[config.mk]
export PLATFORM = sky130hd
export DESIGN_NAME = load_store_unit_flat
export DESIGN_NICKNAME = d
export VERILOG_FILES = /design/src/rtl/load_store_unit_pkg.sv /design/src/rtl/load_store_unit_if.sv /design/src/rtl/load_store_unit_align.sv /design/src/rtl/load_store_unit.sv /design/src/flat_wrapper.sv
export SDC_FILE = /design/constraint.sdc
export NUM_CORES = 1
export LEC_CHECK = 0
export CAP_MARGIN = 20
export CORE_MARGIN = 1
export CORE_UTILIZATION = 40
export DETAILED_ROUTE_END_ITERATION = 10
export DONT_BUFFER_PORTS = 1
export GPL_TIMING_DRIVEN = 0
export PLACE_DENSITY = 0.58
export SLEW_MARGIN = 10
export SYNTH_ARGS = -nofsm -noshare
export SYNTH_HDL_FRONTEND = slang
export SYNTH_SLANG_ARGS = --single-unit
export TNS_END_PERCENT = 10
[constraint.sdc]
create_clock -name clk -period 11.2 [get_ports clk]
set_input_delay 1.12 -clock clk [delete_from_list [all_inputs] [get_ports clk]]
set_output_delay 1.12 -clock clk [all_outputs]
set_load 0.005 [all_outputs]
[src/rtl/load_store_unit_pkg.sv]
// Shared definitions for the load/store unit: RV32I opcodes, access-size
// encodings, FSM states and the alignment rule used by the trap option.
package load_store_unit_pkg;

    localparam logic [6:0] OPC_LOAD  = 7'b0000011;
    localparam logic [6:0] OPC_STORE = 7'b0100011;

    typedef enum logic [2:0] {
        F3_B  = 3'b000,
        F3_H  = 3'b001,
        F3_W  = 3'b010,
        F3_BU = 3'b100,
        F3_HU = 3'b101
    } funct3_e;

    typedef enum logic [1:0] {
        ST_IDLE  = 2'b00,
        ST_READ  = 2'b01,
        ST_WRITE = 2'b10,
        ST_DONE  = 2'b11
    } lsu_state_e;

    // Undefined size codes fall back to word, so they need word alignment.
    // For stores, 100/101 are undefined and therefore word-sized.
    function automatic logic misaligned_access(input logic       is_load,
                                               input logic [2:0] f3,
                                               input logic [1:0] off);
        logic mis;
        mis = 1'b0;
        case (f3)
            F3_B:    mis = 1'b0;
            F3_H:    mis = off[0];
            F3_BU:   mis = is_load ? 1'b0 : (off != 2'b00);
            F3_HU:   mis = is_load ? off[0] : (off != 2'b00);
            default: mis = (off != 2'b00);
        endcase
        return mis;
    endfunction

endpackage

[src/rtl/load_store_unit_if.sv]
// Data-memory request/acknowledge bus between the load/store unit (master)
// and the memory system (slave).
interface load_store_unit_if;
    logic [31:0] mem_addr;
    logic [31:0] mem_wdata;
    logic [3:0]  mem_be;
    logic        mem_read;
    logic        mem_write;
    logic [31:0] mem_rdata;
    logic        mem_ack;

    modport master (
        output mem_addr, mem_wdata, mem_be, mem_read, mem_write,
        input  mem_rdata, mem_ack
    );

    modport slave (
        input  mem_addr, mem_wdata, mem_be, mem_read, mem_write,
        output mem_rdata, mem_ack
    );
endinterface

[src/rtl/load_store_unit_align.sv]
// Lane handling for the load/store unit: byte-enable and lane-replicated
// write data for the store path, lane extraction and sign/zero extension
// for the load path. Purely combinational.
module load_store_unit_align
    import load_store_unit_pkg::*;
(
    input  logic        is_load,
    input  logic [2:0]  st_funct3,
    input  logic [1:0]  st_offset,
    input  logic [31:0] st_data,
    output logic [3:0]  be,
    output logic [31:0] wdata,
    input  logic [2:0]  ld_funct3,
    input  logic [1:0]  ld_offset,
    input  logic [31:0] rdata,
    output logic [31:0] ld_data
);

    logic [7:0]  byte_s;
    logic [15:0] half_s;

    // Store path: loads always enable the full word; undefined sizes act as SW.
    always_comb begin
        be    = 4'b1111;
        wdata = st_data;
        if (is_load) begin
            be    = 4'b1111;
            wdata = st_data;
        end else begin
            case (st_funct3)
                F3_B: begin
                    be    = 4'b0001 << st_offset;
                    wdata = {4{st_data[7:0]}};
                end
                F3_H: begin
                    be    = st_offset[1] ? 4'b1100 : 4'b0011;
                    wdata = {2{st_data[15:0]}};
                end
                default: begin
                    be    = 4'b1111;
                    wdata = st_data;
                end
            endcase
        end
    end

    // Load path: pick the addressed lane, then extend to 32 bits.
    always_comb begin
        case (ld_offset)
            2'b00:   byte_s = rdata[7:0];
            2'b01:   byte_s = rdata[15:8];
            2'b10:   byte_s = rdata[23:16];
            default: byte_s = rdata[31:24];
        endcase
        half_s = ld_offset[1] ? rdata[31:16] : rdata[15:0];
        case (ld_funct3)
            F3_B:    ld_data = {{24{byte_s[7]}}, byte_s};
            F3_H:    ld_data = {{16{half_s[15]}}, half_s};
            F3_BU:   ld_data = {24'h000000, byte_s};
            F3_HU:   ld_data = {16'h0000, half_s};
            default: ld_data = rdata;
        endcase
    end

endmodule

[src/rtl/load_store_unit.sv]
// Load/store unit: runs one request/acknowledge transaction per load or
// store, stalls the core while it is outstanding, aborts after
// TIMEOUT_CYCLES without an acknowledge and returns extended load data
// for writeback.
// Optional feature macro: MISALIGN_TRAP_EN (misaligned accesses skip the
// bus and pulse the extra 'misaligned' output).
module load_store_unit
    import load_store_unit_pkg::*;
#(
    parameter int TIMEOUT_CYCLES = 16
) (
    input  logic        clk,
    input  logic        rst,
    input  logic [6:0]  opcode,
    input  logic [2:0]  funct3,
    input  logic [31:0] address,
    input  logic [31:0] store_data,
    input  logic [4:0]  rd,
    output logic [31:0] load_data,
    output logic [4:0]  load_rd,
    output logic        load_valid,
    output logic        freeze,
    output logic        bus_error,
`ifdef MISALIGN_TRAP_EN
    output logic        misaligned,
`endif
    load_store_unit_if.master bus
);

    localparam int CNT_W = $clog2(TIMEOUT_CYCLES + 1);

    lsu_state_e       state_r;
    logic [CNT_W-1:0] cnt_r;
    logic [2:0]       funct3_r;
    logic [1:0]       offset_r;
    logic [4:0]       rd_r;

    logic        is_load_s;
    logic        is_store_s;
    logic [3:0]  be_s;
    logic [31:0] wdata_s;
    logic [31:0] ld_data_s;

    assign is_load_s  = (opcode == OPC_LOAD);
    assign is_store_s = (opcode == OPC_STORE);

`ifdef MISALIGN_TRAP_EN
    logic mis_s;

    // Alignment check of the incoming access against its size.
    always_comb begin
        mis_s = misaligned_access(is_load_s, funct3, address[1:0]);
    end
`endif

    // Store lanes come from the live instruction (captured at launch);
    // load extraction uses the size/offset latched at launch.
    load_store_unit_align u_align (
        .is_load   (is_load_s),
        .st_funct3 (funct3),
        .st_offset (address[1:0]),
        .st_data   (store_data),
        .be        (be_s),
        .wdata     (wdata_s),
        .ld_funct3 (funct3_r),
        .ld_offset (offset_r),
        .rdata     (bus.mem_rdata),
        .ld_data   (ld_data_s)
    );

    // Stall: asserted as soon as a memory opcode shows up in IDLE and held
    // through the request; held low in reset so the core is never frozen by it.
    always_comb begin
        freeze = 1'b0;
        if (rst) begin
            freeze = 1'b0;
        end else begin
            case (state_r)
                ST_IDLE:           freeze = is_load_s | is_store_s;
                ST_READ, ST_WRITE: freeze = 1'b1;
                default:           freeze = 1'b0;
            endcase
        end
    end

    // Transaction FSM, launch latches, timeout counter and registered outputs.
    always_ff @(posedge clk or posedge rst) begin
        if (rst) begin
            state_r       <= ST_IDLE;
            cnt_r         <= '0;
            funct3_r      <= 3'b000;
            offset_r      <= 2'b00;
            rd_r          <= 5'd0;
            load_data     <= 32'h0000_0000;
            load_rd       <= 5'd0;
            load_valid    <= 1'b0;
            bus_error     <= 1'b0;
`ifdef MISALIGN_TRAP_EN
            misaligned    <= 1'b0;
`endif
            bus.mem_addr  <= 32'h0000_0000;
            bus.mem_wdata <= 32'h0000_0000;
            bus.mem_be    <= 4'b0000;
            bus.mem_read  <= 1'b0;
            bus.mem_write <= 1'b0;
        end else begin
            load_valid <= 1'b0;
            bus_error  <= 1'b0;
`ifdef MISALIGN_TRAP_EN
            misaligned <= 1'b0;
`endif
            case (state_r)
                ST_IDLE: begin
                    cnt_r <= '0;
                    if (is_load_s || is_store_s) begin
                        funct3_r      <= funct3;
                        offset_r      <= address[1:0];
                        rd_r          <= rd;
                        bus.mem_addr  <= {address[31:2], 2'b00};
                        bus.mem_be    <= be_s;
                        bus.mem_wdata <= wdata_s;
`ifdef MISALIGN_TRAP_EN
                        if (mis_s) begin
                            misaligned <= 1'b1;
                            state_r    <= ST_DONE;
                        end else if (is_load_s) begin
                            bus.mem_read <= 1'b1;
                            state_r      <= ST_READ;
                        end else begin
                            bus.mem_write <= 1'b1;
                            state_r       <= ST_WRITE;
                        end
`else
                        if (is_load_s) begin
                            bus.mem_read <= 1'b1;
                            state_r      <= ST_READ;
                        end else begin
                            bus.mem_write <= 1'b1;
                            state_r       <= ST_WRITE;
                        end
`endif
                    end else begin
                        state_r <= ST_IDLE;
                    end
                end
                ST_READ, ST_WRITE: begin
                    if (bus.mem_ack) begin
                        bus.mem_read  <= 1'b0;
                        bus.mem_write <= 1'b0;
                        if (state_r == ST_READ) begin
                            load_data  <= ld_data_s;
                            load_rd    <= rd_r;
                            load_valid <= 1'b1;
                        end else begin
                            load_valid <= 1'b0;
                        end
                        state_r <= ST_DONE;
                    end else if (cnt_r == CNT_W'(TIMEOUT_CYCLES - 1)) begin
                        bus.mem_read  <= 1'b0;
                        bus.mem_write <= 1'b0;
                        bus_error     <= 1'b1;
                        state_r       <= ST_DONE;
                    end else begin
                        cnt_r <= cnt_r + CNT_W'(1);
                    end
                end
                ST_DONE: begin
                    state_r <= ST_IDLE;
                end
                default: begin
                    state_r <= ST_IDLE;
                end
            endcase
        end
    end

endmodule
[src/flat_wrapper.sv]
// flat-port wrapper written by rule: the top's interface ports become plain ports
module load_store_unit_flat import load_store_unit_pkg::*;
#(
    parameter int TIMEOUT_CYCLES = 16
)
  (clk, rst, opcode, funct3, address, store_data, rd, load_data, load_rd, load_valid, freeze, bus_error, bus_mem_addr, bus_mem_wdata, bus_mem_be, bus_mem_read, bus_mem_write, bus_mem_rdata, bus_mem_ack);
  load_store_unit_if bus_i ();
  input  logic clk;
  input  logic rst;
  input  logic [6:0] opcode;
  input  logic [2:0] funct3;
  input  logic [31:0] address;
  input  logic [31:0] store_data;
  input  logic [4:0] rd;
  output logic [31:0] load_data;
  output logic [4:0] load_rd;
  output logic load_valid;
  output logic freeze;
  output logic bus_error;
  output wire logic [$bits(bus_i.mem_addr)-1:0] bus_mem_addr;
  output wire logic [$bits(bus_i.mem_wdata)-1:0] bus_mem_wdata;
  output wire logic [$bits(bus_i.mem_be)-1:0] bus_mem_be;
  output wire logic [$bits(bus_i.mem_read)-1:0] bus_mem_read;
  output wire logic [$bits(bus_i.mem_write)-1:0] bus_mem_write;
  input wire logic [$bits(bus_i.mem_rdata)-1:0] bus_mem_rdata;
  input wire logic [$bits(bus_i.mem_ack)-1:0] bus_mem_ack;
  assign bus_mem_addr = bus_i.mem_addr;
  assign bus_mem_wdata = bus_i.mem_wdata;
  assign bus_mem_be = bus_i.mem_be;
  assign bus_mem_read = bus_i.mem_read;
  assign bus_mem_write = bus_i.mem_write;
  assign bus_i.mem_rdata = bus_mem_rdata;
  assign bus_i.mem_ack = bus_mem_ack;
  load_store_unit #(.TIMEOUT_CYCLES(TIMEOUT_CYCLES)) u_core (.clk(clk), .rst(rst), .opcode(opcode), .funct3(funct3), .address(address), .store_data(store_data), .rd(rd), .load_data(load_data), .load_rd(load_rd), .load_valid(load_valid), .freeze(freeze), .bus_error(bus_error), .bus(bus_i));
endmodule
==> results of run 1 <==
[cell type report]
class	count	area, um2
Buffer	40	235.2
Clock buffer	25	505.5
Clock inverter	5	58.81
Fill cell	1361	7382
Inverter	12	50.05
Multi-Input combinational cell	467	2347
Sequential cell	124	3103
Tap cell	180	225.2
Timing Repair Buffer	1	27.53
[cells by family (layout without fill, tap and decap cells)]
family	count (synthesis)	count (layout)	share of synthesized area, %
multiplexers	22	22	3.998
adder cells (fa/ha/maj)	6	6	1.311
buffers and inverters	52	83	4.894
AO/OA/AOI/OAI	132	132	13.61
flip-flops	124	124	54.18
AND/OR/NAND/NOR	305	305	21.94
other	1	2	0.06548
[layer usage]
metal / share of wire, % / GRT usage [%] / vias up / wire, um
met2: 49 / 37.75 / 209 / 7986
li1: - / - / 2159 / -
met4: 2.4 / 9.105 / 0 / 391
met5: 0 / 0 / - / 0
met3: 11 / 10.86 / 24 / 1812
met1: 38 / 25.60 / 2193 / 6271
[worst paths after layout]
| path | depth (start not counted) | end | from |
|---|---|---|---|
| max | 7 | freeze | opcode[2] |
| min | 2 | u_core.load_rd[4]$_DFFE_PP0P_ | u_core.rd_r[4]$_DFFE_PP0P_ |
| max reg2reg | 8 | u_core.load_data[20]$_DFFE_PP0P_ | u_core.state_r[0]$_DFFE_PP0P_ |
| min reg2reg | 2 | u_core.load_rd[4]$_DFFE_PP0P_ | u_core.rd_r[4]$_DFFE_PP0P_ |
| max in group asynchronous | 2 | u_core.load_valid$_DFF_PP0_ | rst |
| min in group asynchronous | 1 | u_core.bus.mem_wdata[29]$_DFFE_PP0P_ | rst |
[tightest hold or removal path, cell delays in order (launching register included)]
cell,delay [ps]
sky130_fd_sc_hd__dfrtp_1,340
sky130_fd_sc_hd__nand2_1,50
sky130_fd_sc_hd__nand2_1,50
[where the power goes]
part | internal (mW) | leakage, nW | switching, mW | total [mW]
combinational | 0.117 | 1.37 | 0.174 | 0.291
clock | 0.332 | 0.271 | 0.195 | 0.527
sequential | 0.587 | 1.61 | 0.121 | 0.708
[synthesized netlist by cell type (3+ instances only)]
| cell | instances |
|---|---|
| sky130_fd_sc_hd__nand2b_1 | 8 |
| sky130_fd_sc_hd__buf_6 | 5 |
| sky130_fd_sc_hd__clkbuf_1 | 12 |
| sky130_fd_sc_hd__nand3_1 | 3 |
| sky130_fd_sc_hd__ha_1 | 6 |
| sky130_fd_sc_hd__dfrtp_1 | 124 |
| sky130_fd_sc_hd__buf_4 | 8 |
| sky130_fd_sc_hd__mux2i_1 | 15 |
| sky130_fd_sc_hd__inv_1 | 11 |
| sky130_fd_sc_hd__nor2b_1 | 6 |
| sky130_fd_sc_hd__nand2_1 | 218 |
| sky130_fd_sc_hd__a31oi_1 | 9 |
| sky130_fd_sc_hd__nor2_1 | 49 |
| sky130_fd_sc_hd__o21ai_0 | 31 |
| sky130_fd_sc_hd__o21a_1 | 10 |
| sky130_fd_sc_hd__mux2_2 | 7 |
| sky130_fd_sc_hd__nand3b_1 | 9 |
| sky130_fd_sc_hd__buf_2 | 14 |
| sky130_fd_sc_hd__a21oi_1 | 57 |
[registers in the layout, summed over array words and instances, names as in the netlist, 2 cells and up]
register,cells
u_core.bus.mem_wdata,32
u_core.bus.mem_be,4
u_core.load_data,32
u_core.cnt_r,5
u_core.state_r,2
u_core.bus.mem_addr,30
u_core.offset_r,2
u_core.load_rd,5
u_core.funct3_r,3
u_core.rd_r,5
[cells in the final DEF, fill, tap and decap left out, types with 3 or more instances in the layout]
master,synthesis,layout
sky130_fd_sc_hd__buf_6,5,5
sky130_fd_sc_hd__nand2_1,218,218
sky130_fd_sc_hd__clkbuf_8,0,5
sky130_fd_sc_hd__buf_2,14,14
sky130_fd_sc_hd__nand2b_1,8,8
sky130_fd_sc_hd__o21ai_0,31,31
sky130_fd_sc_hd__clkbuf_16,0,17
sky130_fd_sc_hd__mux2_2,7,7
sky130_fd_sc_hd__nor2b_1,6,6
sky130_fd_sc_hd__mux2i_1,15,15
sky130_fd_sc_hd__nand3_1,3,3
sky130_fd_sc_hd__dfrtp_1,124,124
sky130_fd_sc_hd__a31oi_1,9,9
sky130_fd_sc_hd__a21oi_1,57,57
sky130_fd_sc_hd__ha_1,6,6
sky130_fd_sc_hd__o21a_1,10,10
sky130_fd_sc_hd__buf_4,8,8
sky130_fd_sc_hd__nor2_1,49,49
sky130_fd_sc_hd__inv_1,11,10
sky130_fd_sc_hd__clkbuf_1,12,15
sky130_fd_sc_hd__nand3b_1,9,9
==> reports/summary.json, run 1 <==
{
  "timing": {
    "setup_tns_ps": 0,
    "setup_viol": 0,
    "rsz_0062_raised_after_global_routing": "false",
    "worst_hold_slack_ps": 467.2,
    "post-route-period-util_pct": 30.11,
    "max_clock_freq_mhz": 296.5,
    "maxSlewHeadroom_pct": 55.87,
    "timing.final.ws_setup_ps": 7828,
    "timing.final.hold_violations": 0,
    "finalWorstPathRequiredPeriod_ps": 3372,
    "slew_violations": 0,
    "timing_worst_slew_pin_value_ps": 662.0,
    "final.setup_skew_ps": 10.58
  },
  "cells_and_area": {
    "antenna-diode-count": 0,
    "fin_nets": 783,
    "post-route-cell-area_um2": 6553,
    "finalCoreUtilization_pct": 47.02,
    "area_growth_pct": 14.42,
    "post_route_cells_drive_above_1_share_pct": 10.39,
    "post_layout_nonfiller_instances": 854
  },
  "worst_setup_path": {
    "worst_ep_arrival_time_ps": 2250,
    "critPathLaunchType": "input pin",
    "timing.reg2reg.setup_slack_ps": 8980,
    "timing.critical_path.cells": "and4bb_2, buf_6, and3_1, buf_2, buf_4, nor2_1, nor3_1",
    "critPathBufInv": 3,
    "cp.required_ps": 10080,
    "critical-path-slowest-cell": "sky130_fd_sc_hd__and4bb_2",
    "timing.critical_path.to_type": "primary output",
    "crit_path_max_incr_delay_ps": 280,
    "worst-setup-path-type": "in -> out",
    "cell_type_group_with_the_largest_total_delay_on_the_critical_path": "simple AND/OR/NAND/NOR gates",
    "timing.critical_path.fanout_max": 10
  },
  "synth": {
    "netlist_area_um2": 5727,
    "yosysTopAreaCell": "sky130_fd_sc_hd__dfrtp_1",
    "synthDistinctLibCells": 48,
    "yosys_warning_total": 0,
    "synth.yosys.seq_area_share_pct": 54.18,
    "synth_edf_count": 0,
    "synth_top_cell_area_share_pct": 54.18,
    "synth_async_sr_flop_share_pct": 100.0,
    "synth_area_per_cell_um2": 8.920,
    "synth_seq_cells": 124,
    "prevailing_post_synth_register_cell": "sky130_fd_sc_hd__dfrtp_1",
    "netlist_instances": 642,
    "synth_area_leaders": "sky130_fd_sc_hd__dfrtp_1 (54%), sky130_fd_sc_hd__nand2_1 (14%), sky130_fd_sc_hd__a21oi_1 (5.0%), sky130_fd_sc_hd__nor2_1 (3.2%), sky130_fd_sc_hd__o21ai_0 (2.7%)"
  },
  "global_route": {
    "global_route.overflow_total": 0,
    "antenna_found_initial": 0,
    "global_route_wire_length_before_repair_um": 25300,
    "grt_pass1_vias": 4662,
    "grt_use_total_pct": 22.96,
    "grt_start_max_net_pins": 91
  },
  "floorplan": {
    "die_h_um": 121.7,
    "fp.dieW_um": 121.7,
    "floorplan.initialDensity_pct": 41.10,
    "core_region_area_um2": 13930,
    "row_cnt": 43,
    "floorplan.die_area_um2": 14800,
    "design.portCount": 224
  },
  "clocking": {
    "cts_resized": 0,
    "cts-htree-levels": 4,
    "clock_insertion_delay_worst_skew_ps": 420,
    "clock_sinks": 124,
    "ctsRootBufferMaster": "sky130_fd_sc_hd__clkbuf_16",
    "cts_setup_buffers": 0,
    "clock_tree_buffer_depth": 2,
    "cts.reportedPaths.clkPinSlew_ps": 50,
    "cts_tree": "yes",
    "hold_buffers_post_cts": 0,
    "cts_made_buffers": 17
  },
  "detailed_routing": {
    "detail_route.drc_violations": 0,
    "drt_iter0_drc": 332,
    "routed_via_density": 5.369,
    "drt-total-wl_um": 16460,
    "vias": 4585,
    "routed_wire_length_per_instance_um": 19.28,
    "ant_nets": 0,
    "dr.pass1.iters": 6
  },
  "outcome": {
    "run_status": "finished clean"
  },
  "placement": {
    "placement.io_buffers": 0,
    "place.gp.congestion": 0.8245,
    "dpl-instance-area_um2": 5988,
    "numPlacedInstances": 824,
    "dpl_worst_slack_ps": 7816,
    "dp_hpwl_um": 12190
  },
  "run": {
    "drv_cap": 0
  },
  "power": {
    "power_mw": 1.527,
    "cellLeakagePower_nw": 3.255,
    "irDropWorstVdd_uv": 104.3,
    "power_per_cell_area_nw_per_um2": 233.0
  },
  "worst_hold_path": {
    "hp-class": "reg -> reg"
  }
}
No activity file was read; power rests on OpenSTA's default activity.
==> inputs of run 2 (changes only) <==
==> constraint.sdc (replaced) <==
create_clock -name clk -period 3.2 [get_ports clk]
set_input_delay 0.32 -clock clk [delete_from_list [all_inputs] [get_ports clk]]
set_output_delay 0.32 -clock clk [all_outputs]
set_load 0.005 [all_outputs]
==> reports/summary.json, run 2 (synthesized netlist as in run 1, its figures left out) <==
{
  "outcome": {
    "run_status": "finished clean"
  },
  "clocking": {
    "clock_tree_buffer_depth": {"value": 2, "change": "unchanged"},
    "cts.reportedPaths.clkPinSlew": {"value": 60, "unit": "ps", "change": "about the same"},
    "cts-htree-levels": {"value": 4, "change": "unchanged"},
    "clock_insertion_delay_worst_skew": {"value": 410, "unit": "ps", "change": "about the same"},
    "ctsRootBufferMaster": "sky130_fd_sc_hd__clkbuf_16",
    "cts_made_buffers": {"value": 17, "change": "unchanged"},
    "cts_tree": "yes",
    "cts_setup_buffers": {"value": 0, "change": "unchanged"},
    "clock_sinks": {"value": 124, "change": "unchanged"},
    "cts_resized": {"value": 0, "change": "unchanged"},
    "hold_buffers_post_cts": {"value": 15, "change": "+15"}
  },
  "floorplan": {
    "floorplan.die_area": {"value": 14800, "unit": "um2", "change": "unchanged"},
    "die_h": {"value": 121.7, "unit": "um", "change": "unchanged"},
    "design.portCount": {"value": 224, "change": "unchanged"},
    "floorplan.initialDensity": {"value": 41.10, "unit": "%", "change": "unchanged"},
    "core_region_area": {"value": 13930, "unit": "um2", "change": "unchanged"},
    "fp.dieW": {"value": 121.7, "unit": "um", "change": "unchanged"},
    "row_cnt": {"value": 43, "change": "unchanged"}
  },
  "timing": {
    "finalWorstPathRequiredPeriod_ps": 2267,
    "setup_viol": {"value": 0, "change": "unchanged"},
    "worst_hold_slack": {"value": 13.18, "unit": "ps", "change": "-454.0 ps"},
    "rsz_0062_raised_after_global_routing": "false",
    "maxSlewHeadroom": {"value": 56.42, "unit": "%", "change": "+0.55 points"},
    "final.setup_skew": {"value": 8.477, "unit": "ps", "change": "-2.107 ps"},
    "timing.final.hold_violations": {"value": 0, "change": "unchanged"},
    "slew_violations": {"value": 0, "change": "unchanged"},
    "timing_worst_slew_pin_value": {"value": 648.7, "unit": "ps", "change": "-13.27 ps"},
    "setup_tns": {"value": 0, "unit": "ps", "change": "unchanged"},
    "post-route-period-util_pct": 70.85,
    "max_clock_freq_mhz": 441.1,
    "timing.final.ws_setup": {"value": 932.8, "unit": "ps", "change": "-6895 ps"}
  },
  "cells_and_area": {
    "biggestRegsByFlops": "u_core.bus.mem_wdata (32), u_core.load_data (32), u_core.bus.mem_addr (30)",
    "post-route-cell-area": {"value": 6855, "unit": "um2", "change": "+4.6%"},
    "layout.cells.most_common": "sky130_fd_sc_hd__nand2_1",
    "layout_common_cells": "sky130_fd_sc_hd__nand2_1 (218), sky130_fd_sc_hd__dfrtp_1 (124), sky130_fd_sc_hd__a21oi_1 (57)",
    "fin_nets": {"value": 800, "change": "+2.2%"},
    "post_route_cells_drive_above_1_share": {"value": 11.11, "unit": "%", "change": "+0.73 points"},
    "antenna-diode-count": {"value": 0, "change": "unchanged"},
    "area_growth_pct": 19.71,
    "post_layout_nonfiller_instances": {"value": 873, "change": "+2.2%"},
    "finalCoreUtilization": {"value": 49.20, "unit": "%", "change": "+2.2 points"}
  },
  "global_route": {
    "grt_use_total": {"value": 23.32, "unit": "%", "change": "+0.36 points"},
    "grt_pass1_vias": {"value": 4876, "change": "+4.6%"},
    "grt_start_max_net_pins": {"value": 38, "change": "-58%"},
    "global_route_wire_length_before_repair": {"value": 25960, "unit": "um", "change": "+2.6%"},
    "global_route.overflow_total": {"value": 0, "change": "unchanged"},
    "antenna_found_initial": {"value": 0, "change": "unchanged"}
  },
  "worst_setup_path": {
    "timing.critical_path.to_type": "primary output",
    "critPathLaunchType": "register",
    "cp.required": {"value": 2880, "unit": "ps", "change": "-7200 ps"},
    "worst-setup-path-type": "reg -> out",
    "timing.critical_path.fanout_max": {"value": 10, "change": "unchanged"},
    "worst_ep_arrival_time": {"value": 1950, "unit": "ps", "change": "-300 ps"}
  },
  "placement": {
    "place.gp.congestion": {"value": 0.8435, "change": "+2.3%"},
    "dpl_worst_slack": {"value": 975.1, "unit": "ps", "change": "-6840 ps"},
    "placement.io_buffers": {"value": 0, "change": "unchanged"},
    "numPlacedInstances": {"value": 826, "change": "+0.24%"},
    "dpl-instance-area": {"value": 6020, "unit": "um2", "change": "+0.52%"},
    "dp_hpwl": {"value": 12390, "unit": "um", "change": "+1.6%"}
  },
  "detailed_routing": {
    "detail_route.drc_violations": {"value": 0, "change": "unchanged"},
    "vias": {"value": 4759, "change": "+3.8%"},
    "dr.pass1.iters": {"value": 5, "change": "-1"},
    "drt_iter0_drc": {"value": 345, "change": "+3.9%"},
    "routed_via_density": {"value": 5.451, "change": "+1.5%"},
    "ant_nets": {"value": 0, "change": "unchanged"},
    "routed_wire_length_per_instance": {"value": 19.19, "unit": "um", "change": "-0.47%"},
    "drt-total-wl": {"value": 16750, "unit": "um", "change": "+1.7%"}
  },
  "power": {
    "p_seq_share": {"value": 43.0, "unit": "%", "change": "-3.4 points"},
    "clock_power_share": {"value": 38.8, "unit": "%", "change": "+4.3 points"},
    "power": {"value": 5.765, "unit": "mW", "change": "+280%"},
    "p_int": {"value": 3.959, "unit": "mW", "change": "+280%"},
    "netSwitchingFraction": {"value": 31.33, "unit": "%", "change": "-0.78 points"},
    "netSwitchingPower": {"value": 1.806, "unit": "mW", "change": "+270%"},
    "combPwrFrac": {"value": 18.2, "unit": "%", "change": "-0.9 points"},
    "irDropWorstVdd": {"value": 476.1, "unit": "uV", "change": "+360%"},
    "power_per_cell_area": {"value": 841.0, "unit": "nW/um2", "change": "+260%"},
    "cellLeakagePower": {"value": 3.388, "unit": "nW", "change": "+4.1%"}
  },
  "run": {
    "drv_cap": {"value": 0, "change": "unchanged"}
  },
  "worst_hold_path": {
    "hp-class": "in -> reg"
  }
}
run 2: critical path, cell delays in order, from the launching register on:
cell and delay, ps:
sky130_fd_sc_hd__dfrtp_1 390, sky130_fd_sc_hd__inv_1 130, sky130_fd_sc_hd__ha_1 260, sky130_fd_sc_hd__and3_1 180, sky130_fd_sc_hd__buf_2 130, sky130_fd_sc_hd__buf_4 190, sky130_fd_sc_hd__nor2_1 60, sky130_fd_sc_hd__nor3_1 200
run 2: final cells by class:
| type | count | area (um2) |
|---|---|---|
| Timing Repair Buffer | 18 | 210.2 |
| Inverter | 12 | 48.80 |
| Tap cell | 180 | 225.2 |
| Clock buffer | 17 | 425.4 |
| Sequential cell | 124 | 3103 |
| Multi-Input combinational cell | 467 | 2347 |
| Clock inverter | 15 | 260.3 |
| Fill cell | 1352 | 7079 |
| Buffer | 40 | 235.2 |
run 2: per-layer routing:
layer,track usage [%],vias to the layer above,part of all wire (%)
met1,26.15,2307,38
met3,9.316,28,10
met4,10.03,0,2.3
met5,0,-,0
met2,39.13,223,50
li1,-,2201,-
run 2: final timing paths:
| kind | start | to | slack [ps] | cells past startpoint |
|---|---|---|---|---|
| min reg2reg | u_core.rd_r[0]$_DFFE_PP0P_ | u_core.load_rd[0]$_DFFE_PP0P_ | 470 | 2 |
| min in group asynchronous | rst | u_core.bus.mem_read$_DFFE_PP0P_ | 450 | 2 |
| max | u_core.state_r[1]$_DFFE_PP0P_ | freeze | 930 | 7 |
| min | address[24] | u_core.bus.mem_addr[24]$_DFFE_PP0P_ | 10 | 2 |
| max reg2reg | u_core.state_r[0]$_DFFE_PP0P_ | u_core.load_data[17]$_DFFE_PP0P_ | 950 | 8 |
| max in group asynchronous | rst | u_core.load_rd[1]$_DFFE_PP0P_ | 1940 | 4 |
run 2: power groups by stage:
stage | logic (mW) | registers, mW | clock network [mW]
floorplan | 0.809 | 2.36 | 0
global placement | 0.964 | 2.50 | 0
detailed placement | 1.04 | 2.50 | 0
CTS | 1.05 | 2.49 | 2.27
global route | 1.21 | 2.54 | 2.34
finish | 1.05 | 2.48 | 2.24
